File: config.mk
export PLATFORM = sky130hd
export DESIGN_NAME = datamem_arbiter
export DESIGN_NICKNAME = d
export VERILOG_FILES = /design/src/rtl/datamem_arb_pkg.sv /design/src/rtl/datamem_arbiter_rr_arbiter2.sv /design/src/rtl/datamem_arbiter.sv
export SDC_FILE = /design/constraint.sdc
export NUM_CORES = 1
export LEC_CHECK = 0
export ABC_AREA = 1
export ABC_CLOCK_PERIOD_IN_PS = 1800
export CAP_MARGIN = 20
export CELL_PAD_IN_SITES_DETAIL_PLACEMENT = 1
export CELL_PAD_IN_SITES_GLOBAL_PLACEMENT = 2
export CORE_AREA = 5 5 157 159
export CTS_BUF_LIST = sky130_fd_sc_hd__clkbuf_4
export DETAILED_ROUTE_END_ITERATION = 7
export DIE_AREA = 0 0 162 164
export PLACE_DENSITY_LB_ADDON = 0.25
export SKIP_CTS_REPAIR_TIMING = 1
export SYNTH_ARGS = -nofsm -noshare
export SYNTH_HDL_FRONTEND = slang
export SYNTH_SLANG_ARGS = --single-unit
File: constraint.sdc
create_clock -name clk -period 1.8 [get_ports clk]
set_input_delay 0.36 -clock clk [delete_from_list [all_inputs] [get_ports clk]]
set_output_delay 0.36 -clock clk [all_outputs]
set_load 0.005 [all_outputs]
File: src/rtl/datamem_arb_pkg.sv
// Shared types for the data-memory arbiter: FSM state,
// port index type and the port count.
package datamem_arb_pkg;

    localparam int NUM_PORTS = 2;

    typedef enum logic {
        ARB  = 1'b0,
        RESP = 1'b1
    } arb_state_t;

    typedef logic port_id_t;

endpackage

File: src/rtl/datamem_arbiter_rr_arbiter2.sv
// rr_arbiter2: combinational 2-way round-robin pick.
// In : req_valid[1:0], last_grant. Out: grant one-hot, winner, any_valid.
module rr_arbiter2
    import datamem_arb_pkg::*;
(
    input  logic [NUM_PORTS-1:0] req_valid,
    input  port_id_t             last_grant,
    output logic [NUM_PORTS-1:0] grant,
    output port_id_t             winner,
    output logic                 any_valid
);

    always_comb begin
        winner    = 1'b0;
        any_valid = 1'b1;
        unique case (req_valid)
            2'b01:   winner = 1'b0;
            2'b10:   winner = 1'b1;
            // Tie: the port that did not win last time goes now.
            2'b11:   winner = ~last_grant;
            default: any_valid = 1'b0;
        endcase
    end

    assign grant = any_valid ? (2'b01 << winner) : 2'b00;

endmodule

File: src/rtl/datamem_arbiter.sv
// datamem_arbiter: shares the word-addressed data memory between the
// LSU (port 0) and the debug/loader port (port 1).
// Ports: clk, rst (sync, active-high); per-port req_valid/req_we/
// req_addr/req_wdata in, req_ready/resp_valid out; shared resp_rdata,
// resp_err; memory side mem_a/mem_wd/mem_we out, mem_rd in.
// Optional DATAMEM_ARB_PERF_EN adds grant_cnt0/1 and conflict_cnt.
module datamem_arbiter
    import datamem_arb_pkg::*;
#(
    parameter int          DATA_WIDTH = 32,
    parameter int unsigned MEM_WORDS  = 32'h00020000
) (
    input  logic                                 clk,
    input  logic                                 rst,
    input  logic [NUM_PORTS-1:0]                 req_valid,
    input  logic [NUM_PORTS-1:0]                 req_we,
    input  logic [NUM_PORTS-1:0][DATA_WIDTH-1:0] req_addr,
    input  logic [NUM_PORTS-1:0][DATA_WIDTH-1:0] req_wdata,
    output logic [NUM_PORTS-1:0]                 req_ready,
    output logic [NUM_PORTS-1:0]                 resp_valid,
    output logic [DATA_WIDTH-1:0]                resp_rdata,
    output logic                                 resp_err,
    output logic [DATA_WIDTH-1:0]                mem_a,
    output logic [DATA_WIDTH-1:0]                mem_wd,
    output logic                                 mem_we,
    input  logic [DATA_WIDTH-1:0]                mem_rd
`ifdef DATAMEM_ARB_PERF_EN
    ,
    output logic [31:0]                          grant_cnt0,
    output logic [31:0]                          grant_cnt1,
    output logic [31:0]                          conflict_cnt
`endif
);

    localparam logic [DATA_WIDTH-1:0] MEM_LIMIT = DATA_WIDTH'(MEM_WORDS);

    arb_state_t           state;
    port_id_t             last_grant;
    port_id_t             owner;
    port_id_t             win;
    logic [NUM_PORTS-1:0] gnt;
    logic                 any_valid;
    logic                 accept;
    logic [DATA_WIDTH-1:0] sel_addr;
    logic [DATA_WIDTH-1:0] sel_wdata;
    logic                 sel_we;
    logic                 in_range;

    rr_arbiter2 u_rr (
        .req_valid  (req_valid),
        .last_grant (last_grant),
        .grant      (gnt),
        .winner     (win),
        .any_valid  (any_valid)
    );

    assign sel_addr  = req_addr[win];
    assign sel_wdata = req_wdata[win];
    assign sel_we    = req_we[win];
    assign in_range  = sel_addr < MEM_LIMIT;

    // Reset overrides everything combinational: no grant, no write.
    assign accept = (state == ARB) && !rst && any_valid;

    always_comb begin
        req_ready = '0;
        mem_a     = '0;
        mem_wd    = '0;
        mem_we    = 1'b0;
        if (accept) begin
            req_ready = gnt;
            mem_a     = sel_addr;
            mem_wd    = sel_wdata;
            mem_we    = sel_we && in_range;
        end
    end

    // Pulse is derived from state so a reset in RESP can squash it.
    always_comb begin
        resp_valid = '0;
        if ((state == RESP) && !rst)
            resp_valid[owner] = 1'b1;
    end

    always_ff @(posedge clk) begin
        if (rst) begin
            state      <= ARB;
            last_grant <= 1'b1;
            owner      <= 1'b0;
            resp_rdata <= '0;
            resp_err   <= 1'b0;
        end else begin
            unique case (state)
                ARB: begin
                    if (any_valid) begin
                        // Writes and out-of-range accesses return zero data.
                        resp_rdata <= (in_range && !sel_we) ? mem_rd : '0;
                        resp_err   <= !in_range;
                        owner      <= win;
                        last_grant <= win;
                        state      <= RESP;
                    end
                end
                RESP: state <= ARB;
                default: state <= ARB;
            endcase
        end
    end

`ifdef DATAMEM_ARB_PERF_EN
    always_ff @(posedge clk) begin
        if (rst) begin
            grant_cnt0   <= '0;
            grant_cnt1   <= '0;
            conflict_cnt <= '0;
        end else if (state == ARB) begin
            if (req_valid == 2'b11)
                conflict_cnt <= conflict_cnt + 32'd1;
            if (any_valid && !win)
                grant_cnt0 <= grant_cnt0 + 32'd1;
            if (any_valid && win)
                grant_cnt1 <= grant_cnt1 + 32'd1;
        end
    end
`endif

endmodule

==> flow_summary.yaml <==
cts:
  cts_tree: "done"
  cts_buffer_depth: 2
  clock_sinks: 36
  clock_latency_ps: 360
  root_buffer: "clkbuf_4"
  clkTransAtPathRegs_ps: 120
  numCtsBuffers: 5
  h-tree-depth: 2
cells_and_area:
  fillers: 2755
  antenna_cells: 0
  drive_above_1_share_pct: 26.6
  layout_commonest_cell: "clkdlybuf4s50_1"
  area_growth_pct: 152
  register_area_um2: 726
  mostFrequentLayoutCells: "clkdlybuf4s50_1 (198), nand2_1 (59), inv_1 (51)"
  final_nets: 871
  multi_input_area_um2: 1630
setup_path:
  startpoint: "last_grant"
  r2r-start: "last_grant"
  r2r_slack_ps: -140
  critPathLaunchType: "flop"
  cp.required_ps: 1440
  critPathArrivalTime_ps: 1890
  criticalPathCategory: "flop to output pin"
  r2r-end: "resp_rdata[22]"
  end_kind: "output pin"
  critPathMaxFanout: 6
  rr_worst_depth: 12
power:
  vdd_drop_max_mv: 0.292
  power_density_nw_per_um2: 406
  p_total_mw: 2.55
  p_leak_nw: 2.82
sta:
  finalCriticalPeriod_ps: 2250
  fmax_mhz: 444
  maxSlewViolCount: 0
  rsz0062_at_grt: "true"
  hold_violations: 0
  fin_ws_ps: -450
  setup_viol_count_final: 96
  fin_skew_ps: 18.0
  relSlewSlack_pct: 71.7
  min_period_over_period_pct: 125
  worst_pin_slew_ps: 424
  fin_setup_tns_ps: -23770
hold_path:
  hold_depth: 3
  hp-class: "primary input to flop"
  hold_end: "state"
  worstHoldStart: "rst"
drt:
  via_count: 3959
  dr.pass1.iters: 3
  via_per_inst: 3.97
  routedWlPerCell_um: 18.1
  drc: 0
  first_iter_violations: 110
  routed_wl_um: 18100
  final_antenna_net_count: 0
logic_synthesis:
  synthesis.nets: 557
  synth_seq_area_share_pct: 28.8
  synthCells: 391
  ys_types: 23
  ys.warnings.count: 0
  syn_area_um2: 2500
  ys_ff_latch: 36
  postSynthAreaPerCell_um2: 6.39
floorplan:
  die_w_um: 162
  start_util_pct: 10.8
  die_h_um: 164
  dieArea_um2: 26600
  core_um2: 23100
  fp-row-count: 56
  pin_count: 268
grt:
  antenna_found_initial: 1
  grt.total_usage_pct: 11.5
  grt_pass1_wl_um: 24100
  gr-total-overflow: 0
  grt_pass1_vias: 4039
  grt_max_degree: 36
outcome:
  status: "finished with violations"
  violations: "negative setup slack"
job:
  max_cap_viol_count: 0
place:
  gp_congestion: 0.783
  hpwl_um: 13400
  io_buffer_count: 267
## metal layers
layer	vias to the layer above	GRT usage [%]	routed length, um
met5	-	0	7
met4	2	1.42	171
met3	12	3.54	1410
met2	176	21.8	9350
met1	1859	13.0	7110
li1	1910	-	-
## kinds of logic after synthesis
group | after synthesis | share of synthesized area [%]
AND/OR/NAND/NOR | 184 | 32.2
buffers and inverters | 86 | 14.3
AO/OA/AOI/OAI | 85 | 24.6
flip-flops | 36 | 28.8
## cell type report
class                           count  area share [%]
Clock buffer                        5           0.597
Inverter                           55            3.40
Multi-Input combinational cell    270            26.0
Clock inverter                      3           0.219
Tap cell                          290            5.77
Sequential cell                    36            11.5
Timing Repair Buffer              337            52.5
## worst max path at each step
stage | depth (start not counted) | slack [ps] | to
2_1_floorplan | 8 | -50 | mem_a[0]
3_3_place_gp | 9 | -1120 | mem_wd[9]
3_5_place_dp | 9 | -1140 | mem_wd[9]
4_1_cts | 9 | -1150 | mem_wd[9]
5_1_grt | 11 | -560 | mem_we
6_report | 10 | -450 | mem_wd[7]
## critical path, stage by stage, from the launching register on
cell     delay, ps
dfxtp_4        390
nand2_8        120
nand2_8         90
inv_8           70
nand2_4         50
nor2_4         150
buf_6          140
buf_12         120
buf_6          100
a22o_1         180
buf_2          140
## cells in the mapped netlist
cell	number	area, um^2
buf_2	6	30.0
nand3_1	34	170
a22o_1	49	429
buf_1	2	7.51
dfxtp_1	36	721
buf_4	5	37.5
clkbuf_1	17	63.8
nand2_1	77	289
nor2_1	54	203
buf_6	1	11.3
nand2_2	1	6.26
inv_2	1	3.75
o21ai_1	1	5.00
nand3b_1	13	97.6
inv_1	53	199
and3_1	2	12.5
nor2_4	1	11.3
a21oi_1	33	165
nor3_1	1	5.00
o21ai_2	1	8.76
nand2_4	1	11.3
o211ai_1	1	7.51
clkinv_1	1	3.75
## sequential cells by signal, indices dropped and copies added (netlist names)
register and cells:
resp_rdata 32, last_grant 1, owner 1, resp_err 1, state 1
## power by group
part	switching [mW]	total (mW)	internal [mW]
Sequential	0.00764	0.812	0.805
Clock	0.314	0.457	0.144
Combinational	0.521	1.28	0.760
## per-stage QoR
step | worst slack [ps] | util (%) | hold WS, ps | std cells | instance area, um^2
2_1_floorplan | -48.1 | - | 455 | 391 | 2510
3_3_place_gp | -1120 | 24.6 | 454 | 941 | 5680
3_5_place_dp | -1140 | 24.6 | 461 | 941 | 5680
4_1_cts | -1150 | 24.8 | 483 | 949 | 5730
5_1_grt | -558 | 27.2 | 389 | 996 | 6280
6_report | -450 | 27.2 | 397 | 996 | 6280
No activity file was read; power rests on OpenSTA's default activity.
==> patch 1 (same flow settings) <==
Build with the macro `DATAMEM_ARB_PERF_EN` defined.
--- a/src/rtl/datamem_arbiter.sv
+++ b/src/rtl/datamem_arbiter.sv
@@ -4,6 +4,8 @@
 // req_addr/req_wdata in, req_ready/resp_valid out; shared resp_rdata,
 // resp_err; memory side mem_a/mem_wd/mem_we out, mem_rd in.
 // Optional DATAMEM_ARB_PERF_EN adds grant_cnt0/1 and conflict_cnt.
+`define DATAMEM_ARB_PERF_EN
+
 module datamem_arbiter
     import datamem_arb_pkg::*;
 #(
Behaviour (old outputs only; new: conflict_cnt, grant_cnt0 and grant_cnt1): unchanged (equiv_simple and equiv_induct, registers matched by name and starting in step).
==> patch 1 against the unedited design <==
Fmax down 10%; utilization up 31 points; sequential cell count up 96; setup slack worse by 0.26 ns; wire length up 120%; synthesized area rose to 3.1 times the old value; the flow still finishes with violations (setup timing); largest power group is now registers; design area up 110%; power rose to 2.7 times the old value; sequential share of layout area up 8.6 points; global-route usage up 14 points.
==> patch 1: results (changes against the unedited design) <==
Power and ir drop
  • Net Sw Frac: 29.1% (-3.9 points)
  • Leakage: 5.96 nW (+110%)

Clocking
  • H-Tree Depth: 4 (+2)
  • Clock latency on the worst-skew pair: 0.56 ns (+0.20 ns)
  • Cts bufs inserted: 17 (+12)

Worst setup path
  • Critical path capture point: mem_a[2]
  • RR Endpoint: grant_cnt0[16]$_SDFFE_PP0P_
  • R2R setup slack: -0.25 ns (-0.11 ns)
  • CP arrival: 2.15 ns (+0.26 ns)

Global routing
  • First-pass GRT wire length: 54.4 mm (+130%)
  • Initial antenna violation count: 12 (+11)
  • Total GRT Usage: 26.0% (+14 points)
  • Largest net degree at the start of global routing: 79 (+120%)

Routing
  • Vias: 9961 (+150%)
  • Detailed Route WL: 39.1 mm (+120%)
  • First drt pass iteration count: 4 (+1)

STA
  • Final Skew: 0.0292 ns (+0.0112 ns)
  • Setup WS post-layout: -0.706 ns (-0.256 ns)
  • Number of setup violations in the final report: 226 (+140%)
  • Post-Route Setup TNS: -45.28 ns (-21.51 ns)

Layout
  • Layout cells sized above 1: 21.0% (-5.6 points)
  • Nets: 1840 (+110%)

Synthesis
  • Post-synth top cells: nand2_1, nor2_1, inv_1
  • Post-synthesis xor/xnor area fraction: 1.25% (+1.3 points)
  • Compound-Gate Fraction of Synth Area: 14.7% (-10 points)
  • Post-Syn Nets: 1359 (+140%)
  • Unique masters post-synth: 42 (+83%)

Run status
  • Outcome: finished, violations left
  • Failing checks: setup timing

Placed design
  • Dpl hpwl: 28.2 mm (+110%)
  • RD Place Congestion: 0.995 (+27%)
==> patch 1: power by group through the flow <==
stage | Clock (mW) | Sequential (mW) | Combinational, mW
final | 2.44 | 2.94 | 1.47
after global routing | 2.63 | 2.95 | 1.56
after CTS | 2.51 | 2.96 | 1.33
after detailed placement | 0 | 3.03 | 1.32
after global placement | 0 | 3.03 | 1.30
after floorplan | 0 | 3.03 | 0.470
==> patch 1: layer usage <==
metal | part of all wire (%) | routed length [µm]
met1 | 41 | 16200
met5 | 0.21 | 82
met2 | 48 | 18700
met3 | 8.7 | 3390
met4 | 1.9 | 750
==> patch 1: area by class of cell <==
type / count / area share, %
well taps: 290 / 2.71
inverters: 167 / 4.73
diodes: 5 / 0.0936
multi-input cells: 847 / 33.5
clock inverters: 14 / 1.51
repair buffers: 506 / 36.2
flip-flops and latches: 132 / 20.2
clock buffers: 18 / 1.01
==> patch 1: logic make-up after synthesis <==
logic type                 after synthesis
adders and majority gates                3
and+or+nand+nor                        652
AOI/OAI and AO/OA                      181
buffers and inverters                  211
xor gates and xnor gates                11
DFF                                    132
==> patch 1: per-stage QoR <==
stage                     utilization, %  setup slack [ns]  std cells  hold slack [ns]  power (mW)
after floorplan                        -           -0.0394       1190            0.455        3.50
after global placement              53.0             -1.11       1898            0.451        4.33
after detailed placement            53.0             -1.17       1898            0.457        4.35
after CTS                           54.5             -1.19       1930           0.0917        6.80
after global routing                57.8            -0.822       1979            0.101        7.13
final                               57.8            -0.706       1979            0.151        6.85
==> patch 1: worst max-delay path, cell delays in order, from the launching register on <==
cell and delay, ns:
dfxtp_2 0.36, nand2_4 0.11, nand2_8 0.08, buf_6 0.12, inv_4 0.05, nor2_4 0.03, buf_12 0.14, buf_6 0.11
clkbuf_16 0.15, buf_6 0.12, a22o_1 0.21, buf_2 0.12
==> patch 1: worst min-delay path by stage <==
stage	from	endpoint	slack, ns	cells past startpoint
CTS	rst	state$_SDFF_PP0_	0.09	3
global placement	resp_rdata[26]$_SDFFE_PP0P_	resp_rdata[26]$_SDFFE_PP0P_	0.45	2
detailed placement	resp_rdata[25]$_SDFFE_PP0P_	resp_rdata[25]$_SDFFE_PP0P_	0.46	2
finish	rst	state$_SDFF_PP0_	0.15	3
global route	rst	state$_SDFF_PP0_	0.10	3
floorplan	owner$_SDFFE_PP0P_	owner$_SDFFE_PP0P_	0.45	2
==> patch 2 (same flow settings) <==
Made on the original files. Register the output `resp_err` once more; this adds one clock of latency there. The other outputs are not delayed to match.
--- a/src/rtl/datamem_arbiter.sv
+++ b/src/rtl/datamem_arbiter.sv
@@ -33,6 +33,8 @@
 );
 
     localparam logic [DATA_WIDTH-1:0] MEM_LIMIT = DATA_WIDTH'(MEM_WORDS);
+
+    logic resp_err_s0;
 
     arb_state_t           state;
     port_id_t             last_grant;
@@ -88,14 +90,14 @@
             last_grant <= 1'b1;
             owner      <= 1'b0;
             resp_rdata <= '0;
-            resp_err   <= 1'b0;
+            resp_err_s0 <= 1'b0;
         end else begin
             unique case (state)
                 ARB: begin
                     if (any_valid) begin
                         // Writes and out-of-range accesses return zero data.
                         resp_rdata <= (in_range && !sel_we) ? mem_rd : '0;
-                        resp_err   <= !in_range;
+                        resp_err_s0 <= !in_range;
                         owner      <= win;
                         last_grant <= win;
                         state      <= RESP;
@@ -124,5 +126,9 @@
     end
 `endif
 
+    always_ff @(posedge clk) begin
+        resp_err <= resp_err_s0;
+    end
+
 endmodule
 
Function: changed (a bounded check fails within 4 cycles, from zero or initial values and one cycle with rst high).
==> patch 2 against the unedited design <==
The flow still finishes with violations (setup timing); largest cell class unchanged; power rose by 4.4%; wire length up 0.74%; critical path type unchanged; highest routed layer is now met4; synthesized area increased by 0.80%; sequential power grew 3.0%; setup slack got worse by 0.042 ns; fmax fell by 1.8%; via count is 0.30% lower; largest power group unchanged; sequential cell count increased by 1; design area down 0.64%.
==> patch 2: results (changes against the unedited design) <==
Layout
  • Filler Cell Count: 2761 (+0.22%)
  • Layout cells sized above 1: 20.8% (-5.8 points)
  • Nets: 862 (-1.0%)
  • Largest register FFs: 32 (unchanged)

Routing
  • DRT iter0 DRCs: 103 (-6.4%)
  • First drt pass iteration count: 4 (+1)
  • Detailed Route WL: 18.2 mm (+0.74%)
  • Vias: 3947 (-0.30%)

STA
  • Worst slew pin tran: 0.407 ns (-0.0177 ns)
  • Post-Route Setup TNS: -22.10 ns (+1.67 ns)
  • Hold WS: 0.293 ns (-0.105 ns)
  • Number of setup violations in the final report: 67 (-30%)
  • Final Skew: 0.0198 ns (+0.00174 ns)
  • Setup WS post-layout: -0.492 ns (-0.0422 ns)

Clocking
  • H-Tree Depth: 2 (unchanged)
  • Cts bufs inserted: 5 (unchanged)

Run status
  • Outcome: finished, violations left
  • Failing checks: setup timing

Synthesis
  • Compound-Gate Fraction of Synth Area: 24.4% (-0.20 points)
  • Post-synth top cells: nand2_1, nor2_1, inv_1
  • Most area-consuming cells after synthesis: dfxtp_1, a22o_1, nand2_1
  • Post-Syn Nets: 558 (+0.18%)
  • Post-synthesis sequential area ratio: 29.4% (+0.57 points)

Worst setup path
  • CP max stage delay: 0.36 ns (-0.03 ns)
  • RR Endpoint: resp_rdata[4]$_SDFFE_PP0P_
  • Worst-path fanout max: 5 (-1)
  • Critical-path top delay cell: dfxtp_2
  • CP arrival: 1.93 ns (+0.04 ns)
  • Critical path capture point: mem_a[15]
  • R2R setup slack: 0.02 ns (+0.16 ns)

Global routing
  • First-pass GRT wire length: 23.8 mm (-0.86%)
  • Largest net degree at the start of global routing: 51 (+42%)
  • Total GRT Usage: 11.5% (-0.042 points)
  • Vias in the first global route: 4161 (+3.0%)

Placed design
  • Dpl hpwl: 13.2 mm (-1.2%)
  • Placement Setup Slack: -1.11 ns (+0.0322 ns)
  • RD Place Congestion: 0.851 (+8.7%)

Power and ir drop
  • Worst VDD drop: 0.244 mV (-16%)
  • Leakage: 2.99 nW (+6.0%)

Worst hold path
  • Worst hold path cell count: 2 (-1)
patch 2: power breakdown:
group,internal (mW),switching [mW]
Clock,0.288,0.334
Combinational,0.721,0.482
Sequential,0.829,0.00696
patch 2: metal layers:
metal	vias to the layer above	global-route usage, %	part of all wire, %
li1	1894	-	-
met1	1867	12.4	38
met2	177	21.6	52
met3	9	3.91	8.0
met4	0	2.42	1.1
met5	-	0	0
patch 2: final cells by class:
cell class | count | area [µm²] | area share, %
inverters | 55 | 209 | 3.35
repair buffers | 328 | 3290 | 52.7
multi-input cells | 269 | 1560 | 24.9
clock inverters | 3 | 41.3 | 0.661
clock buffers | 5 | 37.5 | 0.601
flip-flops and latches | 37 | 743 | 11.9
well taps | 290 | 363 | 5.81
diodes | 1 | 2.50 | 0.0401
patch 2: per-stage QoR:
step                instance area [µm²]  cells
floorplan                          2530    392
global placement                   5710    948
detailed placement                 5710    948
CTS                                5790    956
global route                       6240    988
finish                             6240    988
